==> config.mk <==
export PLATFORM = sky130hd
export DESIGN_NAME = cgra0_out_packer_fifo_flat
export DESIGN_NICKNAME = d
export VERILOG_FILES = /design/src/rtl/cgra0_out_packer_fifo_pkg.sv /design/src/rtl/cgra0_out_packer_fifo_if.sv /design/src/rtl/cgra0_sync_fifo.sv /design/src/rtl/cgra0_out_packer_fifo.sv /design/src/flat_wrapper.sv
export SDC_FILE = /design/constraint.sdc
export NUM_CORES = 1
export LEC_CHECK = 0
export BUFFER_PORTS_ARGS = -buffer_cell sky130_fd_sc_hd__buf_4
export CORE_MARGIN = 1
export CORE_UTILIZATION = 30
export DETAILED_ROUTE_END_ITERATION = 7
export SYNTH_ARGS = -nofsm -noshare
export SYNTH_HDL_FRONTEND = slang
export SYNTH_HIERARCHICAL = 1
export SYNTH_SLANG_ARGS = --single-unit
==> constraint.sdc <==
create_clock -name clk -period 5.3 [get_ports clk]
set_input_delay 0.53 -clock clk [delete_from_list [all_inputs] [get_ports clk]]
set_output_delay 0.53 -clock clk [all_outputs]
set_load 0.05 [all_outputs]
==> src/rtl/cgra0_out_packer_fifo_pkg.sv <==
// Shared definitions for the CGRA output packer FIFO slice.
//   OUT_STRB_FULL / OUT_STRB_HALF : lane-valid codes stored with each packed word
//   flush_state_e                 : flush FSM states
//   cnt_w()                       : width of an occupancy counter for a given depth
package cgra0_out_packer_fifo_pkg;

  localparam logic [1:0] OUT_STRB_FULL = 2'b11;
  localparam logic [1:0] OUT_STRB_HALF = 2'b01;

  typedef enum logic [0:0] {
    IDLE  = 1'b0,
    FLUSH = 1'b1
  } flush_state_e;

  // Counter must represent 0..DEPTH inclusive.
  function automatic int cnt_w(input int depth);
    return $clog2(depth) + 1;
  endfunction

endpackage

==> src/rtl/cgra0_out_packer_fifo_if.sv <==
// Bus between an output PE / host-DMA side and the packer FIFO.
//   master : drives the PE write stream, flush and rd_ready; observes status
//   slave  : the packer FIFO itself
interface cgra0_out_packer_fifo_if
  import cgra0_out_packer_fifo_pkg::*;
#(
  parameter int DATA_WIDTH = 32,
  parameter int OUT_WIDTH  = 64,
  parameter int DEPTH      = 16
) ();

  localparam int CNT_W = cnt_w(DEPTH);

  logic                  wr_en;
  logic [DATA_WIDTH-1:0] wr_data;
  logic                  flush;
  logic                  rd_ready;
  logic                  rd_valid;
  logic [OUT_WIDTH-1:0]  rd_data;
  logic [1:0]            rd_strb;
  logic                  almost_full;
  logic                  full;
  logic [CNT_W-1:0]      count;
  logic                  flush_done;
  logic                  overflow;

  modport master (
    output wr_en, wr_data, flush, rd_ready,
    input  rd_valid, rd_data, rd_strb, almost_full, full, count, flush_done, overflow
  );

  modport slave (
    input  wr_en, wr_data, flush, rd_ready,
    output rd_valid, rd_data, rd_strb, almost_full, full, count, flush_done, overflow
  );

endinterface

==> src/rtl/cgra0_sync_fifo.sv <==
// First-word-fall-through synchronous FIFO with combinational read.
//   push/push_data : write request; dropped when full unless popping this cycle
//   pop            : consumer ready; takes effect only when not empty
//   pop_data       : mem[rd_ptr], valid whenever count != 0
//   count/full/almost_full : registered, reflect occupancy after the edge
module cgra0_sync_fifo
  import cgra0_out_packer_fifo_pkg::*;
#(
  parameter int WIDTH     = 66,
  parameter int DEPTH     = 16,
  parameter int AF_MARGIN = 4,
  localparam int CNT_W    = cnt_w(DEPTH),
  localparam int AW       = $clog2(DEPTH)
) (
  input  logic             clk,
  input  logic             rst,
  input  logic             push,
  input  logic [WIDTH-1:0] push_data,
  input  logic             pop,
  output logic [WIDTH-1:0] pop_data,
  output logic [CNT_W-1:0] count,
  output logic             full,
  output logic             almost_full
);

  localparam logic [CNT_W-1:0] FULL_LEVEL = CNT_W'(DEPTH);
  // Unsigned threshold; AF_MARGIN=0 collapses it onto FULL_LEVEL.
  localparam logic [CNT_W-1:0] AF_LEVEL   = CNT_W'(DEPTH - AF_MARGIN);

  logic [WIDTH-1:0] mem [DEPTH];
  logic [AW-1:0]    wr_ptr, rd_ptr;
  logic [CNT_W-1:0] count_d;
  logic             do_push, do_pop;

  assign do_pop  = pop & (count != '0);
  assign do_push = push & (~full | do_pop);

  assign pop_data = mem[rd_ptr];

  always_comb begin
    count_d = count;
    if (do_push && !do_pop)      count_d = count + CNT_W'(1);
    else if (do_pop && !do_push) count_d = count - CNT_W'(1);
  end

  // Pointers are exactly AW bits wide, so DEPTH being a power of two makes
  // the natural rollover the modulo-DEPTH wrap.
  always_ff @(posedge clk) begin
    if (rst) begin
      wr_ptr      <= '0;
      rd_ptr      <= '0;
      count       <= '0;
      full        <= 1'b0;
      almost_full <= 1'b0;
    end else begin
      if (do_push) wr_ptr <= wr_ptr + AW'(1);
      if (do_pop)  rd_ptr <= rd_ptr + AW'(1);
      count       <= count_d;
      full        <= (count_d == FULL_LEVEL);
      almost_full <= (count_d >= AF_LEVEL);
    end
  end

  // NOTE: storage has no reset; contents are only observable once count != 0,
  // and leaving it out lets the array map onto plain RAM/flops without a reset net.
  always_ff @(posedge clk) begin
    if (do_push) mem[wr_ptr] <= push_data;
  end

endmodule

==> src/rtl/cgra0_out_packer_fifo.sv <==
// Packs pairs of 32-bit PE results into 64-bit words and buffers them in a
// FWFT FIFO for the host/DMA side.
//   clk, rst : clock and synchronous active-high reset
//   bus      : slave side of cgra0_out_packer_fifo_if (PE write stream, flush,
//              valid/ready read port, strobes, occupancy, flush_done, overflow)
// A flush emits any held odd result as a half word (strb 01); almost_full lets
// the controller drop en before the PE pipeline overruns the buffer.
module cgra0_out_packer_fifo
  import cgra0_out_packer_fifo_pkg::*;
#(
  parameter int DATA_WIDTH = 32,
  parameter int OUT_WIDTH  = 2 * DATA_WIDTH,
  parameter int DEPTH      = 16,
  parameter int AF_MARGIN  = 4
) (
  input logic clk,
  input logic rst,
  cgra0_out_packer_fifo_if.slave bus
);

  localparam int WORD_W = OUT_WIDTH + 2;
  localparam int CNT_W  = cnt_w(DEPTH);

  flush_state_e          state_q, state_d;
  logic                  half_q, half_d;
  logic [DATA_WIDTH-1:0] held_q, held_d;
  logic                  overflow_q, ovf_set;
  logic                  flush_done_q, done_d;

  logic                  push;
  logic [WORD_W-1:0]     push_word;
  logic [WORD_W-1:0]     head_word;
  logic                  pop;
  logic                  slot_free;
  logic [CNT_W-1:0]      fifo_count;
  logic                  fifo_full, fifo_af;

  assign pop       = (fifo_count != '0) & bus.rd_ready;
  // A slot exists if not full, or if the head leaves in this same cycle.
  assign slot_free = ~fifo_full | pop;

  // NOTE: every signal gets a default at the top of the block so no path
  // leaves it unassigned; that is what keeps this combinational and latch-free.
  always_comb begin
    state_d   = state_q;
    half_d    = half_q;
    held_d    = held_q;
    done_d    = 1'b0;
    ovf_set   = 1'b0;
    push      = 1'b0;
    push_word = '0;

    case (state_q)
      IDLE: begin
        if (bus.wr_en) begin
          if (!half_q) begin
            held_d = bus.wr_data;
            half_d = 1'b1;
          end else begin
            push      = 1'b1;
            push_word = {OUT_STRB_FULL, bus.wr_data, held_q};
            // Pair is consumed even if dropped so later pairing stays aligned.
            half_d    = 1'b0;
            if (!slot_free) ovf_set = 1'b1;
          end
        end
        // Flush sees the result of any same-cycle write.
        if (bus.flush) begin
          if (!half_d) done_d  = 1'b1;
          else         state_d = FLUSH;
        end
      end

      FLUSH: begin
        // Writes are not accepted here; the controller should hold en low.
        if (bus.wr_en) ovf_set = 1'b1;
        if (slot_free) begin
          push      = 1'b1;
          push_word = {OUT_STRB_HALF, {DATA_WIDTH{1'b0}}, held_q};
          half_d    = 1'b0;
          done_d    = 1'b1;
          state_d   = IDLE;
        end
      end

      default: state_d = IDLE;
    endcase
  end

  always_ff @(posedge clk) begin
    if (rst) begin
      state_q      <= IDLE;
      half_q       <= 1'b0;
      held_q       <= '0;
      overflow_q   <= 1'b0;
      flush_done_q <= 1'b0;
    end else begin
      state_q      <= state_d;
      half_q       <= half_d;
      held_q       <= held_d;
      flush_done_q <= done_d;
      if (ovf_set) overflow_q <= 1'b1;
    end
  end

  cgra0_sync_fifo #(
    .WIDTH     (WORD_W),
    .DEPTH     (DEPTH),
    .AF_MARGIN (AF_MARGIN)
  ) u_fifo (
    .clk         (clk),
    .rst         (rst),
    .push        (push),
    .push_data   (push_word),
    .pop         (bus.rd_ready),
    .pop_data    (head_word),
    .count       (fifo_count),
    .full        (fifo_full),
    .almost_full (fifo_af)
  );

  assign bus.rd_valid    = (fifo_count != '0);
  assign bus.rd_data     = head_word[OUT_WIDTH-1:0];
  assign bus.rd_strb     = head_word[WORD_W-1:OUT_WIDTH];
  assign bus.count       = fifo_count;
  assign bus.full        = fifo_full;
  assign bus.almost_full = fifo_af;
  assign bus.flush_done  = flush_done_q;
  assign bus.overflow    = overflow_q;

endmodule

==> src/flat_wrapper.sv <==
// flat-port wrapper written by rule: the top's interface ports become plain ports
module cgra0_out_packer_fifo_flat import cgra0_out_packer_fifo_pkg::*;
#(
  parameter int DATA_WIDTH = 32,
  parameter int OUT_WIDTH  = 2 * DATA_WIDTH,
  parameter int DEPTH      = 16,
  parameter int AF_MARGIN  = 4
)
  (clk, rst, bus_wr_en, bus_wr_data, bus_flush, bus_rd_ready, bus_rd_valid, bus_rd_data, bus_rd_strb, bus_almost_full, bus_full, bus_count, bus_flush_done, bus_overflow);
  cgra0_out_packer_fifo_if #(.DATA_WIDTH(DATA_WIDTH), .OUT_WIDTH(OUT_WIDTH), .DEPTH(DEPTH)) bus_i ();
  input logic clk;
  input logic rst;
  input wire logic [$bits(bus_i.wr_en)-1:0] bus_wr_en;
  input wire logic [$bits(bus_i.wr_data)-1:0] bus_wr_data;
  input wire logic [$bits(bus_i.flush)-1:0] bus_flush;
  input wire logic [$bits(bus_i.rd_ready)-1:0] bus_rd_ready;
  output wire logic [$bits(bus_i.rd_valid)-1:0] bus_rd_valid;
  output wire logic [$bits(bus_i.rd_data)-1:0] bus_rd_data;
  output wire logic [$bits(bus_i.rd_strb)-1:0] bus_rd_strb;
  output wire logic [$bits(bus_i.almost_full)-1:0] bus_almost_full;
  output wire logic [$bits(bus_i.full)-1:0] bus_full;
  output wire logic [$bits(bus_i.count)-1:0] bus_count;
  output wire logic [$bits(bus_i.flush_done)-1:0] bus_flush_done;
  output wire logic [$bits(bus_i.overflow)-1:0] bus_overflow;
  assign bus_i.wr_en = bus_wr_en;
  assign bus_i.wr_data = bus_wr_data;
  assign bus_i.flush = bus_flush;
  assign bus_i.rd_ready = bus_rd_ready;
  assign bus_rd_valid = bus_i.rd_valid;
  assign bus_rd_data = bus_i.rd_data;
  assign bus_rd_strb = bus_i.rd_strb;
  assign bus_almost_full = bus_i.almost_full;
  assign bus_full = bus_i.full;
  assign bus_count = bus_i.count;
  assign bus_flush_done = bus_i.flush_done;
  assign bus_overflow = bus_i.overflow;
  cgra0_out_packer_fifo #(.DATA_WIDTH(DATA_WIDTH), .OUT_WIDTH(OUT_WIDTH), .DEPTH(DEPTH), .AF_MARGIN(AF_MARGIN)) u_core (.clk(clk), .rst(rst), .bus(bus_i));
endmodule
==> out/results.tsv, run 1 <==
metric	value	unit
fin_nets	2063	
die_area	143600	sq um
synth_top_family_by_area	multiplexers	
critPathLaunchType	register	
r2r_start	u_core/u_fifo/count[0]	
synth_top_area_share	0.7438	
maxClockFrequency	247.9	MHz
die_h	379.0	um
fin_setup_tns	0	ns
rsz0062_at_grt	no	
min-delay-path-class	input pin to register	
fin_skew	0.05178	ns
numPortBuffers	112	
worst_slew_pin_slew	1.208	ns
htreeDepth	3	
netlist_area	42630	sq um
wl_per_cell	25.76	um
final_util	0.3530	
cts_resized	0	
power.density	422.5	nW/um^2
vdd_drop_max	0.3652	mV
leakagePower	16.30	nW
hp-start	bus_wr_data[31]	
clkSinkCount	1111	
die_x	379.0	um
grt_max_degree	65	
routed-via-count	19650	
wirelength	102700	um
crit_arrival	3.50	ns
synth_mux_area_frac	0.1785	
fin_ws	1.267	ns
final_common_cell	edfxtp_1	
drc_errors	0	
hpwl	61640	um
finalSetupViolCount	0	
total_power	20.91	mW
async_flop_share	0	
cts_tree	yes	
via_per_inst	4.928	
path_cells	buf_12 -> mux4_1 -> mux4_2 -> buf_4	
path_max_fanout	46	
ios	113	
synth_largest_area_cell	edfxtp_1	
clk_latency	0.71	ns
post-route-min-period	4.033	ns
max_stage_delay	0.88	ns
hold_buffers	0	
finalHoldViolCount	0	
synth_area_leaders	edfxtp_1, mux4_2, dfxtp_1, mux4_1, and2_1	
gp_congestion	0.7831	
finalCritPeriodShare	0.7610	
path_class	register to primary output	
grt_use_total	0.1435	
synth-simple-area-share	0.02060	
synthXorXnorAreaFrac	0.002054	
grt_pass1_vias	20580	
synth_edf_count	1056	
core	140200	sq um
cts_max_path_buffers	3	
slew_headroom	0.1927	
drv_slew	0	
syn2layout_area_growth	16.09	%
critPathSlowestCell	dfxtp_4	
start_util	0.3041	
drtIter0Drc	1943	
outcome	complete, no violations	
antenna_found_initial	1	
syn_inst	1822	
ys_ff_latch	1111	
critPathRequiredTime	4.77	ns
synth_warnings	6	
synth.distinct_cells	53	
syn-mean-instance-area	23.40	sq um
dr.pass1.iters	5	
cts_setup_buffers	0	
post_synth_fa_ha_maj_area_fraction	0.002348	
ant_nets	0	
ys.flop_type	edfxtp_1	
final_cell_mix	edfxtp_1, mux4_2, buf_4	
layout-drive-gt1-share	0.3158	
synth_seq_area_share	0.7696	
grt-ovfl-total	0	
pre_cts_slack	1.503	ns
path_clk_slew	0.06	ns
end_kind	primary output	
num_rows	137	
cts-root-buf	clkbuf_16	
synth-compound-area-share	0.01303	
cts_made_buffers	112	
grt_first_pass_wirelength	148000	um
drv_cap	0	
syn_nets	1867	
-- layout make-up --
cell class / instances / area [sq um]
Multi-Input combinational cell: 606 / 9303
Sequential cell: 1111 / 32830
Antenna cell: 2 / 5.005
Fill cell: 12890 / 90720
Clock buffer: 153 / 3060
Inverter: 9 / 33.78
Tap cell: 1876 / 2347
Timing Repair Buffer: 178 / 1461
Clock inverter: 52 / 455.4
-- Yosys cell counts (all sizes together), types with 4 or more instances --
library cell  number
xnor2              4
nand2             70
edfxtp          1056
a21oi             36
and2              49
a21boi            32
dfxtp             55
nand3              9
nor2b              5
clkbuf            52
mux4             330
xor2               6
ha                 8
a211oi             4
nor2              17
buf               44
inv                9
-- where the power goes --
part | switching [mW] | internal (mW)
logic | 2.06 | 1.43
registers | 0.160 | 9.73
clock network | 3.29 | 4.25
-- cells by family (layout without fill, tap and decap cells) --
family,Yosys count,count (layout)
AND/OR/NAND/NOR,171,171
XOR/XNOR,10,10
AO/OA/AOI/OAI,83,83
buffers and inverters,105,392
adder cells (fa/ha/maj),8,8
multiplexers,334,334
other,0,2
flip-flops,1111,1111
-- worst paths after layout --
check                        endpoint  slack (ns)  depth (start not counted)
max                   bus_rd_data[30]        1.27                          4
min                 u_core/held_q[31]        0.09                          3
max reg2reg  u_core/u_fifo/mem[9][14]        1.47                          8
min reg2reg         u_core/held_q[16]        0.45                          2
-- routing by layer --
| layer | vias to the layer above | share of wire | track usage |
|---|---|---|---|
| met5 | - | 0 | 0 |
| met4 | 0 | 0.018 | 0.03621 |
| met3 | 113 | 0.078 | 0.03434 |
| met2 | 694 | 0.48 | 0.2287 |
| met1 | 10700 | 0.43 | 0.1969 |
| li1 | 8139 | - | - |
-- metrics by stage --
stage | hold WS (ns) | instance area, sq um | cells
2_1_floorplan | 0.4325 | 42630 | 1822
3_3_place_gp | 0.4449 | 45960 | 3780
3_5_place_dp | 0.4479 | 45960 | 3780
4_1_cts | 0.03958 | 49480 | 3985
5_1_grt | 0.07555 | 49490 | 3985
6_report | 0.08972 | 49490 | 3987
-- registers in the layout (all words and copies together) (netlist names), named ones only --
name                       cells
u_core/u_fifo/rd_ptr           4
u_core/half_q                  1
u_core/bus.overflow            1
u_core/u_fifo/almost_full      1
u_core/bus.flush_done          1
u_core/u_fifo/full             1
u_core/state_q                 1
u_core/u_fifo/wr_ptr           4
u_core/held_q                 32
u_core/u_fifo/count            5
u_core/u_fifo/mem           1056
-- critical path: cells and delay by family (launching register included) --
kind / cells / cell delay [ns]
flops: 1 / 0.88
mux: 2 / 1.23
buf+inv: 2 / 0.63
(Power assumes the default switching activity.)
==> inputs of run 2 (changes only) <==
- ABC_AREA: not set -> 1
- clock period: 5.3 -> 3.48 ns (I/O delays scaled with it)
==> run 2 against run 1 <==
- non-clock buffer count increased by 96
- sequential power rose by 56%
- flip-flop and latch count unchanged
- highest routed layer is now met5
- power increased by 94%
- register-to-register slack worse by 1.0 ns
- count of clock-buffer cells in the layout did not move
- largest cell class unchanged
- setup slack got worse by 1.1 ns
- global-route usage increased by 1.0 points
==> out/results.tsv, run 2 <==
metric	value	unit	change
outcome	complete, no violations		unchanged
layout-drive-gt1-share	0.1309		was 0.3158
synth_largest_area_cell	edfxtp_1		unchanged
wl_met2	53880	um	was 49030 um
fin_skew	0.02977	ns	was 0.05178 ns
cts_tree	yes		unchanged
largest_reg_flops	1056		unchanged
synth_area_leaders	edfxtp_1, mux2i_1, o211ai_1, a21oi_1, o21ai_0		was edfxtp_1, mux4_2, dfxtp_1, mux4_1, and2_1
critPathLaunchType	register		unchanged
drv_slew	0		unchanged
final_common_cell	edfxtp_1		unchanged
min-delay-path-class	input pin to register		unchanged
reg2reg_slack	0.47	ns	was 1.47 ns
synth.distinct_cells	31		was 53
ys.flop_type	edfxtp_1		unchanged
grt_first_pass_wirelength	173200	um	was 148000 um
ys_ff_latch	1111		unchanged
wl_met1	54000	um	was 43800 um
placed_cell_area	48480	sq um	was 45960 sq um
r2r_start	u_core/u_fifo/count[2]		was u_core/u_fifo/count[0]
ant_nets	0		unchanged
die_area	151100	sq um	was 143600 sq um
netlist_area	44880	sq um	was 42630 sq um
die_h	388.8	um	was 379.0 um
cts_max_path_buffers	3		unchanged
p_seq_frac	0.378		was 0.473
final_cell_mix	edfxtp_1, inv_1, a21oi_1		was edfxtp_1, mux4_2, buf_4
numPortBuffers	112		unchanged
fin_setup_tns	0	ns	unchanged
end_kind	primary output		unchanged
finalCritPeriodShare	0.9631		
grt_use_total	0.1536		was 0.1435
finalSetupViolCount	0		unchanged
clkSinkCount	1111		unchanged
grt_max_degree	141		was 65
via_per_inst	4.884		was 4.928
p_clk_frac	0.298		was 0.360
worst_slew_pin_slew	1.201	ns	was 1.208 ns
synth_commonest_cells	edfxtp_1, inv_1, a21oi_1		was edfxtp_1, mux4_2, nand2_1
hp-start	bus_wr_data[17]		was bus_wr_data[31]
leakagePower	18.03	nW	was 16.30 nW
synth_seq_area_share	0.7312		was 0.7696
drtIter0Drc	2601		was 1943
syn-mean-instance-area	14.05	sq um	was 23.40 sq um
syn2layout_area_growth	16.94	%	was 16.09%
async_flop_share	0		unchanged
wl_met3	7844	um	was 8005 um
critPathRequiredTime	3.13	ns	was 4.77 ns
fin_ws	0.1285	ns	was 1.267 ns
htreeDepth	3		unchanged
crit_arrival	3.00	ns	was 3.50 ns
largestRegisters	u_core/u_fifo/mem: 1056 flops, u_core/held_q: 32 flops, u_core/u_fifo/count: 5 flops		unchanged
vdd_drop_max	0.6311	mV	was 0.3652 mV
start_util	0.3032		was 0.3041
drc_errors	0		unchanged
path_max_fanout	69		was 46
reg2reg_depth	11		was 8
fin_hold_ws	0.04713	ns	was 0.08972 ns
path_clk_slew	0.06	ns	about the same
dr.pass1.iters	5		unchanged
final_util	0.3545		was 0.3530
fin_nets	3418		was 2063
swShare	0.3544		was 0.2634
p_int	26.21	mW	was 15.40 mW
antenna_found_initial	7		was 1
fillCellCount	14020		was 12.89k
holdPathEnd	u_core/held_q[17]		was u_core/held_q[31]
routed-via-count	26380		was 19.65k
top_layer	met5		was met4
hpwl	68860	um	was 61640 um
ios	113		unchanged
wl_per_cell	21.91	um	was 25.76 um
clk_latency	0.70	ns	was 0.71 ns
maxClockFrequency	298.4	MHz	
r2r-end	u_core/u_fifo/mem[1][23]		was u_core/u_fifo/mem[9][14]
cts-root-buf	clkbuf_16		unchanged
pre_cts_slack	0.5272	ns	was 1.503 ns
path_class	register to primary output		unchanged
power.density	773.7	nW/um^2	was 422.5 nW/um^2
grt_pass1_vias	25470		was 20.58k
cts_setup_buffers	0		unchanged
gp_congestion	0.7999		was 0.7831
wirelength	118300	um	was 102700 um
fin_area	52480	sq um	was 49490 sq um
finalHoldViolCount	0		unchanged
core	148000	sq um	was 140200 sq um
rsz0062_at_grt	no		unchanged
cts_made_buffers	109		was 112
p_comb_frac	0.324		was 0.167
hold_depth	3		unchanged
syn_inst	3193		was 1822
grt-ovfl-total	0		unchanged
die_x	388.8	um	was 379.0 um
top_register	u_core/u_fifo/mem		unchanged
synth_warnings	6		unchanged
post-route-min-period	3.352	ns	
drv_cap	0		unchanged
num_rows	141		was 137
p_switching	14.39	mW	was 5.507 mW
synth_top_area_share	0.7066		was 0.7438
cts_resized	0		unchanged
synth_edf_count	1056		unchanged
slew_headroom	0.1966		was 0.1927
syn_nets	3238		was 1867
synth_most_common_cell	edfxtp_1		unchanged
[run 2: how the worst max path moves through the flow]
| stage | to | depth (start not counted) |
|---|---|---|
| finish | bus_rd_strb[1] | 6 |
| floorplan | u_core/u_fifo/mem[11][0] | 10 |
| global placement | u_core/u_fifo/mem[1][40] | 11 |
| detailed placement | u_core/u_fifo/mem[1][12] | 11 |
| CTS | bus_rd_strb[1] | 6 |
| global route | bus_rd_strb[1] | 6 |
[run 2: layout make-up]
| cell class | instances | area, sq um | share of cell area |
|---|---|---|---|
| Antenna cell | 3 | 7.507 | 0.0001431 |
| Clock buffer | 153 | 3043 | 0.05798 |
| Clock inverter | 52 | 653.1 | 0.01245 |
| Inverter | 363 | 1375 | 0.02620 |
| Timing Repair Buffer | 274 | 2555 | 0.04869 |
| Sequential cell | 1111 | 32840 | 0.6258 |
| Tap cell | 1930 | 2415 | 0.04602 |
| Multi-Input combinational cell | 1514 | 9587 | 0.1827 |
[run 2: through the flow]
stage	power, mW	cells
2_1_floorplan	24.86	3193
3_3_place_gp	28.84	5163
3_5_place_dp	28.91	5163
4_1_cts	40.99	5397
5_1_grt	42.40	5398
6_report	40.60	5400
[run 2: layer usage]
layer  track usage  up-vias
met1        0.2206    13190
li1              -    12190
met4       0.04068        6
met5             0        -
met3       0.02682      150
met2        0.2385      843
[run 2: power by group through the flow]
| stage | Combinational (mW) | Sequential [mW] | Clock (mW) |
|---|---|---|---|
| detailed placement | 13.3 | 15.6 | 0 |
| finish | 13.1 | 15.4 | 12.1 |
| global route | 14.2 | 15.4 | 12.8 |
| CTS | 13.3 | 15.4 | 12.3 |
| floorplan | 9.28 | 15.6 | 0 |
| global placement | 13.2 | 15.6 | 0 |
[run 2: cells by family after synthesis]
family | after synthesis | synth area share
multiplexers | 264 | 0.05889
adder cells (fa/ha/maj) | 8 | 0.002231
AO/OA/AOI/OAI | 927 | 0.1182
flip-flops | 1111 | 0.7312
buffers and inverters | 568 | 0.05897
AND/OR/NAND/NOR | 313 | 0.03011
XOR/XNOR | 2 | 0.0003904
[run 2: repair_timing]
action / 4_1_cts / 5_1_grt
hold buffers: 29 / 0
hold endpoints to repair: 33 / 0
setup endpoints to repair: 0 / 0
[run 2: worst max-delay path, stage by stage, from the launching register on]
cell and delay, ns:
dfxtp_4 0.44, inv_8 0.39, buf_4 0.40, o21ai_0 0.19
o211ai_1 0.40, nand2_1 0.18, buf_4 0.24
